## config.mk

```make
export PLATFORM = sky130hd
export DESIGN_NAME = hazard_stall_ctrl
export DESIGN_NICKNAME = d
export VERILOG_FILES = /design/src/rtl/cpu_defs.sv /design/src/rtl/md_busy_timer.sv /design/src/rtl/hazard_stall_ctrl.sv
export SDC_FILE = /design/constraint.sdc
export NUM_CORES = 1
export LEC_CHECK = 0
export CAP_MARGIN = 5
export CORE_ASPECT_RATIO = 2
export CORE_MARGIN = 4
export CORE_UTILIZATION = 47
export DETAILED_ROUTE_END_ITERATION = 8
export PLACE_DENSITY = 0.88
export SLEW_MARGIN = 30
export SYNTH_ARGS = -nofsm -noshare
export SYNTH_HDL_FRONTEND = slang
export SYNTH_HIERARCHICAL = 1
export SYNTH_SLANG_ARGS = --single-unit
```

## constraint.sdc

```tcl
create_clock -name clk -period 2.8 [get_ports clk]
set_input_delay 0.28 -clock clk [delete_from_list [all_inputs] [get_ports clk]]
set_output_delay 0.28 -clock clk [all_outputs]
set_load 0.02 [all_outputs]
```

## src/rtl/cpu_defs.sv

```systemverilog
// Shared definitions for the 5-stage MIPS core.
// Contents: register-index width and the default busy latencies of the
// multiply/divide unit. Latencies count cycles after the start cycle.
package cpu_defs;
  localparam int REG_W        = 5;
  localparam int MULT_LAT_DEF = 5;
  localparam int DIV_LAT_DEF  = 10;
  localparam int CNT_W_DEF    = 4;
endpackage

```

## src/rtl/md_busy_timer.sv

```systemverilog
// Busy timer for the multi-cycle multiply/divide unit.
// Ports:
//   clk        - system clock, rising edge
//   i_reset    - asynchronous active-low reset, clears the timer
//   i_start    - an E-stage instruction starts mult/div this cycle
//   i_is_div   - qualifies i_start: 1 = divide, 0 = multiply
//   o_busy     - unit busy (down-counter non-zero)
// The counter width must hold max(MULT_LAT, DIV_LAT).
module md_busy_timer
  import cpu_defs::*;
#(
  parameter int MULT_LAT = MULT_LAT_DEF,
  parameter int DIV_LAT  = DIV_LAT_DEF,
  parameter int CNT_W    = CNT_W_DEF
) (
  input  logic clk,
  input  logic i_reset,
  input  logic i_start,
  input  logic i_is_div,
  output logic o_busy
);

  logic [CNT_W-1:0] r_cnt;

  // A start always reloads, even while busy: a flush can abandon an
  // operation and a new one then restarts the full latency.
  always_ff @(posedge clk or negedge i_reset) begin
    if (!i_reset) begin
      r_cnt <= '0;
    end else if (i_start) begin
      r_cnt <= i_is_div ? CNT_W'(DIV_LAT) : CNT_W'(MULT_LAT);
    end else if (r_cnt != '0) begin
      r_cnt <= r_cnt - 1'b1;
    end
  end

  assign o_busy = (r_cnt != '0);

endmodule

```

## src/rtl/hazard_stall_ctrl.sv

```systemverilog
// Pipeline hazard controller for the 5-stage MIPS core.
// Detects load-use hazards between D and E, tracks the mult/div unit and
// drives the PC/D holds and the E-stage bubble. Keeps a saturating count
// of stalled cycles for performance debug.
// Ports:
//   clk                 - system clock, rising edge
//   i_reset             - asynchronous active-low reset
//   i_d_rs, i_d_rt      - source register fields of the D instruction
//   i_d_use_rs/_rt      - D instruction actually reads rs / rt
//   i_d_is_md           - D instruction touches the mult/div unit or HI/LO
//   i_e_mem_read        - E instruction is a load
//   i_e_wa              - destination register of the E instruction
//   i_e_md_start        - E instruction starts mult/div this cycle
//   i_e_md_is_div       - qualifies i_e_md_start: 1 = divide
//   o_stall_f/o_stall_d - hold PC / D-stage register
//   o_flush_e           - bubble into the E-stage register
//   o_md_busy           - mult/div unit busy
//   o_stall_cnt         - saturating stalled-cycle count
module hazard_stall_ctrl
  import cpu_defs::*;
#(
  parameter int MULT_LAT = MULT_LAT_DEF,
  parameter int DIV_LAT  = DIV_LAT_DEF,
  parameter int CNT_W    = CNT_W_DEF
) (
  input  logic             clk,
  input  logic             i_reset,
  input  logic [REG_W-1:0] i_d_rs,
  input  logic [REG_W-1:0] i_d_rt,
  input  logic             i_d_use_rs,
  input  logic             i_d_use_rt,
  input  logic             i_d_is_md,
  input  logic             i_e_mem_read,
  input  logic [REG_W-1:0] i_e_wa,
  input  logic             i_e_md_start,
  input  logic             i_e_md_is_div,
  output logic             o_stall_f,
  output logic             o_stall_d,
  output logic             o_flush_e,
  output logic             o_md_busy,
  output logic [31:0]      o_stall_cnt
);

  logic        w_md_busy;
  logic        w_lu;
  logic        w_md;
  logic        w_stall;
  logic [31:0] r_stall_cnt;

  md_busy_timer #(
    .MULT_LAT (MULT_LAT),
    .DIV_LAT  (DIV_LAT),
    .CNT_W    (CNT_W)
  ) u_timer (
    .clk      (clk),
    .i_reset  (i_reset),
    .i_start  (i_e_md_start),
    .i_is_div (i_e_md_is_div),
    .o_busy   (w_md_busy)
  );

  // $0 is hard-wired zero, so a load "to $0" never produces a value to wait for.
  assign w_lu = i_e_mem_read && (i_e_wa != '0) &&
                ((i_d_use_rs && (i_d_rs == i_e_wa)) ||
                 (i_d_use_rt && (i_d_rt == i_e_wa)));

  // The start cycle itself already blocks a following mult/div-class instruction.
  assign w_md = i_d_is_md && (w_md_busy || i_e_md_start);

  // Gated with reset so all outputs drop as soon as reset asserts,
  // regardless of what the pipeline presents on the inputs.
  assign w_stall = (w_lu || w_md) && i_reset;

  assign o_stall_f   = w_stall;
  assign o_stall_d   = w_stall;
  assign o_flush_e   = w_stall;
  assign o_md_busy   = w_md_busy;
  assign o_stall_cnt = r_stall_cnt;

  always_ff @(posedge clk or negedge i_reset) begin
    if (!i_reset) begin
      r_stall_cnt <= '0;
    end else if (w_stall && (r_stall_cnt != 32'hFFFF_FFFF)) begin
      r_stall_cnt <= r_stall_cnt + 32'd1;
    end
  end

endmodule

```

# == Word level (Yosys, flattened, before mapping) ==
# Cells that the tools add are included.
# totals
output_inout_bits,36
word_cells,23
reg_bits,36
# op_classes
muxes,3
reduce_logical,13
add_sub_neg,2
eq_ne,3
# ops
cell,n
$add 32x1->32 const B,1
$ne 32x32->1 const B,1
$mux 4,3
$eq 5x5->1,2
$logic_and 1x1->1,7
$reduce_bool 5->1,1
$reduce_bool 4->1,1
$sub 4x1->4 const B,1
$logic_or 1x1->1,3
$reduce_bool 2->1,1

# == Depth between registers and ports, before layout ==
# Gate-level depths: netlist (run 1).
# logic_depth
ltp_word,7
mapped_depth,10

# == By module ==
# Netlist (run 1), hierarchy kept.
# by_module_without_submodules
mod,n_inst,area_each_um2,seq_area_each_um2,cells_each
hazard_stall_ctrl,1,1814.2,800.8,176
md_busy_timer,1,236.5,100.1,21

# == Worst setup path after synthesis (run 1) ==
# Ideal clock, no wire load.
# synth_path
path_type,register -> register
start,register u_timer.r_cnt[0]
end,"register r_stall_cnt[1], in the netlist o_stall_cnt[1]"
path_stages_with_launch,10
setup_time_ns,0.128
n_path_buf,1
slack_ns,0.566
arrival_time_ns,2.106
path_cell_list,dfrtp_1 inv_1 ha_1 nor3b_4 inv_1 o21ai_0 a21boi_1 nand3_4 buf_12 mux2_1
# synth_via
elab_chain_cells,6
# synth_rtl
item,line_no,rtl
from (decl),md_busy_timer.sv:23,logic [CNT_W-1:0] r_cnt;
from (signal assigned),md_busy_timer.sv:31,r_cnt <= i_is_div ? CNT_W'(DIV_LAT) : CNT_W'(MULT_LAT);
from (signal assigned),md_busy_timer.sv:33,r_cnt <= r_cnt - 1'b1;
$reduce_bool 4->1,md_busy_timer.sv:37,assign o_busy = (r_cnt != '0);
net o_md_busy,hazard_stall_ctrl.sv:40,"output logic o_md_busy,"
$logic_or 1x1->1,hazard_stall_ctrl.sv:68,assign w_md = i_d_is_md && (w_md_busy || i_e_md_start);
$logic_and 1x1->1,hazard_stall_ctrl.sv:68,
$logic_or 1x1->1,hazard_stall_ctrl.sv:72,assign w_stall = (w_lu || w_md) && i_reset;
$logic_and 1x1->1,hazard_stall_ctrl.sv:72,
$logic_and 1x1->1,hazard_stall_ctrl.sv:83,end else if (w_stall && (r_stall_cnt != 32'hFFFF_FFFF)) begin
to (signal assigned),hazard_stall_ctrl.sv:84,r_stall_cnt <= r_stall_cnt + 32'd1;
to (decl),hazard_stall_ctrl.sv:48,logic [31:0] r_stall_cnt;
# The timed path passes the listed nets, and every way through them passes these cells.
# A chain may end at the register's enable or synchronous reset.

# == Final worst setup path (run 1) ==
# layout_path
start,register u_timer.r_cnt[0]
end,output port o_flush_e
# layout_via
elab_chain_cells,5
# layout_rtl
item,line_no,rtl
$reduce_bool 4->1,md_busy_timer.sv:37,
$logic_or 1x1->1,hazard_stall_ctrl.sv:68,
$logic_and 1x1->1,hazard_stall_ctrl.sv:68,
$logic_or 1x1->1,hazard_stall_ctrl.sv:72,
$logic_and 1x1->1,hazard_stall_ctrl.sv:72,
to (decl),hazard_stall_ctrl.sv:39,"output logic o_flush_e,"
# Every way passes these cells.

==> summary.txt, run 1 <==
SYNTH
------------------------------------------------------------------------------
Number of instances in the synthesized netlist ..................          197
Post-Syn Area ...................................................     2051 um2
Area fraction of the dominant cell type after synthesis .........       43.93%
Portion of the post-synthesis area used by sequential elements ..       43.93%
Main area contributors after synthesis .......................... dfrtp_1 (44%), xor2_1 (11%), xnor2_1 (6.8%), nand2_1 (3.5%), nor2_1 (3.1%)
Post-Synthesis Mean Instance Area ...............................    10.41 um2
Total number of yosys warnings ..................................            6
Asr flop ratio synth ............................................       100.0%
Register bit count reported by yosys ............................           36
Syn Nets ........................................................          223
Commonest cells post-synth ...................................... dfrtp_1 (36), xor2_1 (26), nand2_1 (19)
Post-synth top flop .............................................      dfrtp_1
Post-synth top area cell ........................................      dfrtp_1
Most common cell in the netlist .................................      dfrtp_1
Number of enable-type register cells in the synthesized netlist .            0
Synth cell types ................................................           38

MIN PATH
------------------------------------------------------------------------------
Type of the worst min-delay path ................................ input pin to async pin

GRT
------------------------------------------------------------------------------
Initial antenna violation count .................................            0
Vias in the first global route ..................................        1,762
Largest net degree at the start of global routing ...............           38
First-pass GRT wire length ......................................      7741 um
Residual overflow from global routing ...........................            0
Total Routing Usage GR ..........................................       18.97%

FLOORPLAN
------------------------------------------------------------------------------
Width of the die ................................................     54.71 um
Number of rows in the core area .................................           33
Placeable core area .............................................     4170 um2
Initial cell density of the core ................................       49.17%
I/O pin count ...................................................           59
Area enclosed by the die boundary ...............................     5548 um2
Die height ......................................................     101.4 um

TIMING
------------------------------------------------------------------------------
Unrepaired setup endpoints after global routing .................        false
Transition at the pin with the smallest max-transition slack ....    0.4619 ns
Hold Fails Final Rpt ............................................            0
Final Setup Violations ..........................................            0
Worst path setup slack after routing ............................    0.1740 ns
Accumulated negative setup slack ................................         0 ns
Slew Limit Headroom .............................................       69.21%
Post-route fraction of the period consumed by the critical path .       93.79%
Final clock skew ................................................  0.005143 ns
Count of pins over their slew limit .............................            0
Worst Hold Margin ...............................................   0.05103 ns
Max Fclk ........................................................   0.3808 GHz
Final Critical Period ...........................................     2.626 ns

CLOCK TREE
------------------------------------------------------------------------------
Clk pin slew, worst setup/hold paths ............................      0.07 ns
Maximum clock insertion buffer count ............................            2
Depth of the CTS H-tree .........................................            2
Buffer cell driving the clock tree root .........................     clkbuf_8
CTS tree ........................................................         done
Number of buffers added by the clock tree synthesis step ........            5
# clock sinks ...................................................           36
Clock insertion delay at the later pin of the skew report .......      0.29 ns

PLACEMENT
------------------------------------------------------------------------------
Sum of net half-perimeters after detailed placement .............      3693 um
Routability cong. ...............................................       0.7628
Setup slack after placement .....................................    0.1226 ns
Total of buffers placed on input and output ports ...............           58
Placement Cell Area .............................................     2668 um2

DETAILED ROUTING
------------------------------------------------------------------------------
Antenna Violating Nets Remaining ................................            0
Final routed wirelength across all metal layers .................      4777 um
Detail-routed net length per standard cell ......................     15.21 um
Vias per std cell ...............................................        5.306
Count of TritonRoute iterations in the first routing pass .......            4
DRC violation count after routing ...............................            0
Total via count after detailed routing ..........................        1,666
Starting DRT DRC Count ..........................................           23

FINAL LAYOUT
------------------------------------------------------------------------------
Layout cells sized above 1 ......................................       12.60%
Count of antenna diodes in the layout ...........................            0
Number of inserted filler cells in the final layout .............          328
Final nets ......................................................          288
Syn-to-layout area delta ........................................       35.57%
Fin util ........................................................       66.67%
Total non-filler cell area in the finished layout ...............     2780 um2

JOB
------------------------------------------------------------------------------
Max-cap violations ..............................................            0

PWR
------------------------------------------------------------------------------
Max VDD drop ....................................................    0.4306 mV
LEAKAGE .........................................................     1.231 nW
Total power divided by cell area ................................ 497.3 nW/um2

STATUS
------------------------------------------------------------------------------
Run status ...................................................... finished clean

CRITICAL PATH
------------------------------------------------------------------------------
Biggest fanout along the worst timing path ......................            3
Type of element capturing the critical path .....................   output pin
Worst path required time ........................................      2.52 ns
Crit path launch type ...........................................     register
CP Class ........................................................ register to output pin
Crit path arrival time ..........................................      2.35 ns

[layout by cell type, fill, tap and decap left out, types with 4 or more instances in the layout]
master,synthesis,routed
clkbuf_8,0,7
nand4_1,9,9
nand3_1,10,10
nand2_1,19,19
nor2_1,17,17
dfrtp_1,36,36
nor4_1,4,4
xnor2_1,16,16
inv_1,7,7
nor3_2,6,6
xor2_1,26,26
clkdlybuf4s50_1,0,55
buf_4,2,4
nor3_1,9,9
[worst max-delay path, cell delays in order (launching register included)]
cell and delay [ns]:
dfrtp_1 0.35, inv_1 0.08, ha_1 0.22, nor3b_4 0.16, inv_1 0.09, o21ai_2 0.08
a21boi_1 0.25, and2_1 0.21, clkdlybuf4s50_1 0.61
[through the flow]
stage	power, mW	cells
3_3_place_gp	0.9889	306
6_report	1.383	314
5_1_grt	1.456	314
2_1_floorplan	0.8333	197
3_5_place_dp	0.9979	306
4_1_cts	1.394	313
[logic make-up (layout without fill, tap and decap cells)]
kind of cell    after synthesis  count (layout)  share of synthesized area, %
buf+inv                      11              76                         3.539
mux                           4               4                         2.135
simple gates                 91              91                         26.72
compound gates               10              10                         3.904
fa+ha+maj                     3               3                         1.831
flops                        36              36                         43.93
xor+xnor                     42              42                         17.94
[flip-flops by register name, indices dropped and copies added (netlist names)]
register	flops
o_stall_cnt	32
u_timer/r_cnt	4
[metal layers]
layer | routed length (um) | part of all wire (%) | global-route usage [%]
met5 | 0 | 0 | 0
met4 | 115 | 2.4 | 8.829
met3 | 271 | 5.7 | 3.682
met1 | 1737 | 36 | 19.52
met2 | 2652 | 56 | 34.40
[final cells by class]
type / instances / area [um2] / share of cell area, %
multi-input combinational: 150 / 1081 / 38.88
sequential: 36 / 900.9 / 32.40
tap: 52 / 65.06 / 2.340
inverter: 7 / 26.28 / 0.9451
clock buffer: 7 / 96.34 / 3.465
timing repair buffer: 62 / 610.6 / 21.96
[timing repair]
action / in CTS / in global routing
buffers inserted: 0 / 1
resized for setup: 2 / 2
pin swaps: 0 / 0
hold buffers: 0 / 0
setup endpoints to repair: 3 / 3
[power breakdown]
group	total (mW)	internal [mW]	leakage [nW]	switching, mW
logic	0.350	0.179	0.705	0.171
registers	0.639	0.570	0.476	0.0693
clock network	0.393	0.219	0.0503	0.174
[final timing paths]
kind	startpoint	to	slack [ns]	depth (start not counted)
max in group asynchronous	i_reset	u_timer/r_cnt[3]	2.42	2
min in group clk	o_stall_cnt[14]	o_stall_cnt[14]	0.50	1
setup reg to reg	u_timer/r_cnt[0]	o_stall_cnt[12]	0.53	10
hold / removal	i_reset	o_stall_cnt[14]	0.05	2
hold reg to reg	o_stall_cnt[14]	o_stall_cnt[14]	0.50	1
setup / recovery	u_timer/r_cnt[0]	o_flush_e	0.17	8
Note: power is estimated with default switching activity, not from simulation.
==> run 2, diff against run 1 <==
Settings changed: SETUP_SLACK_MARGIN from default to 0.02.
==> results of run 2 <==
The final DEF is identical to that of run 1; final timing and power are the same.
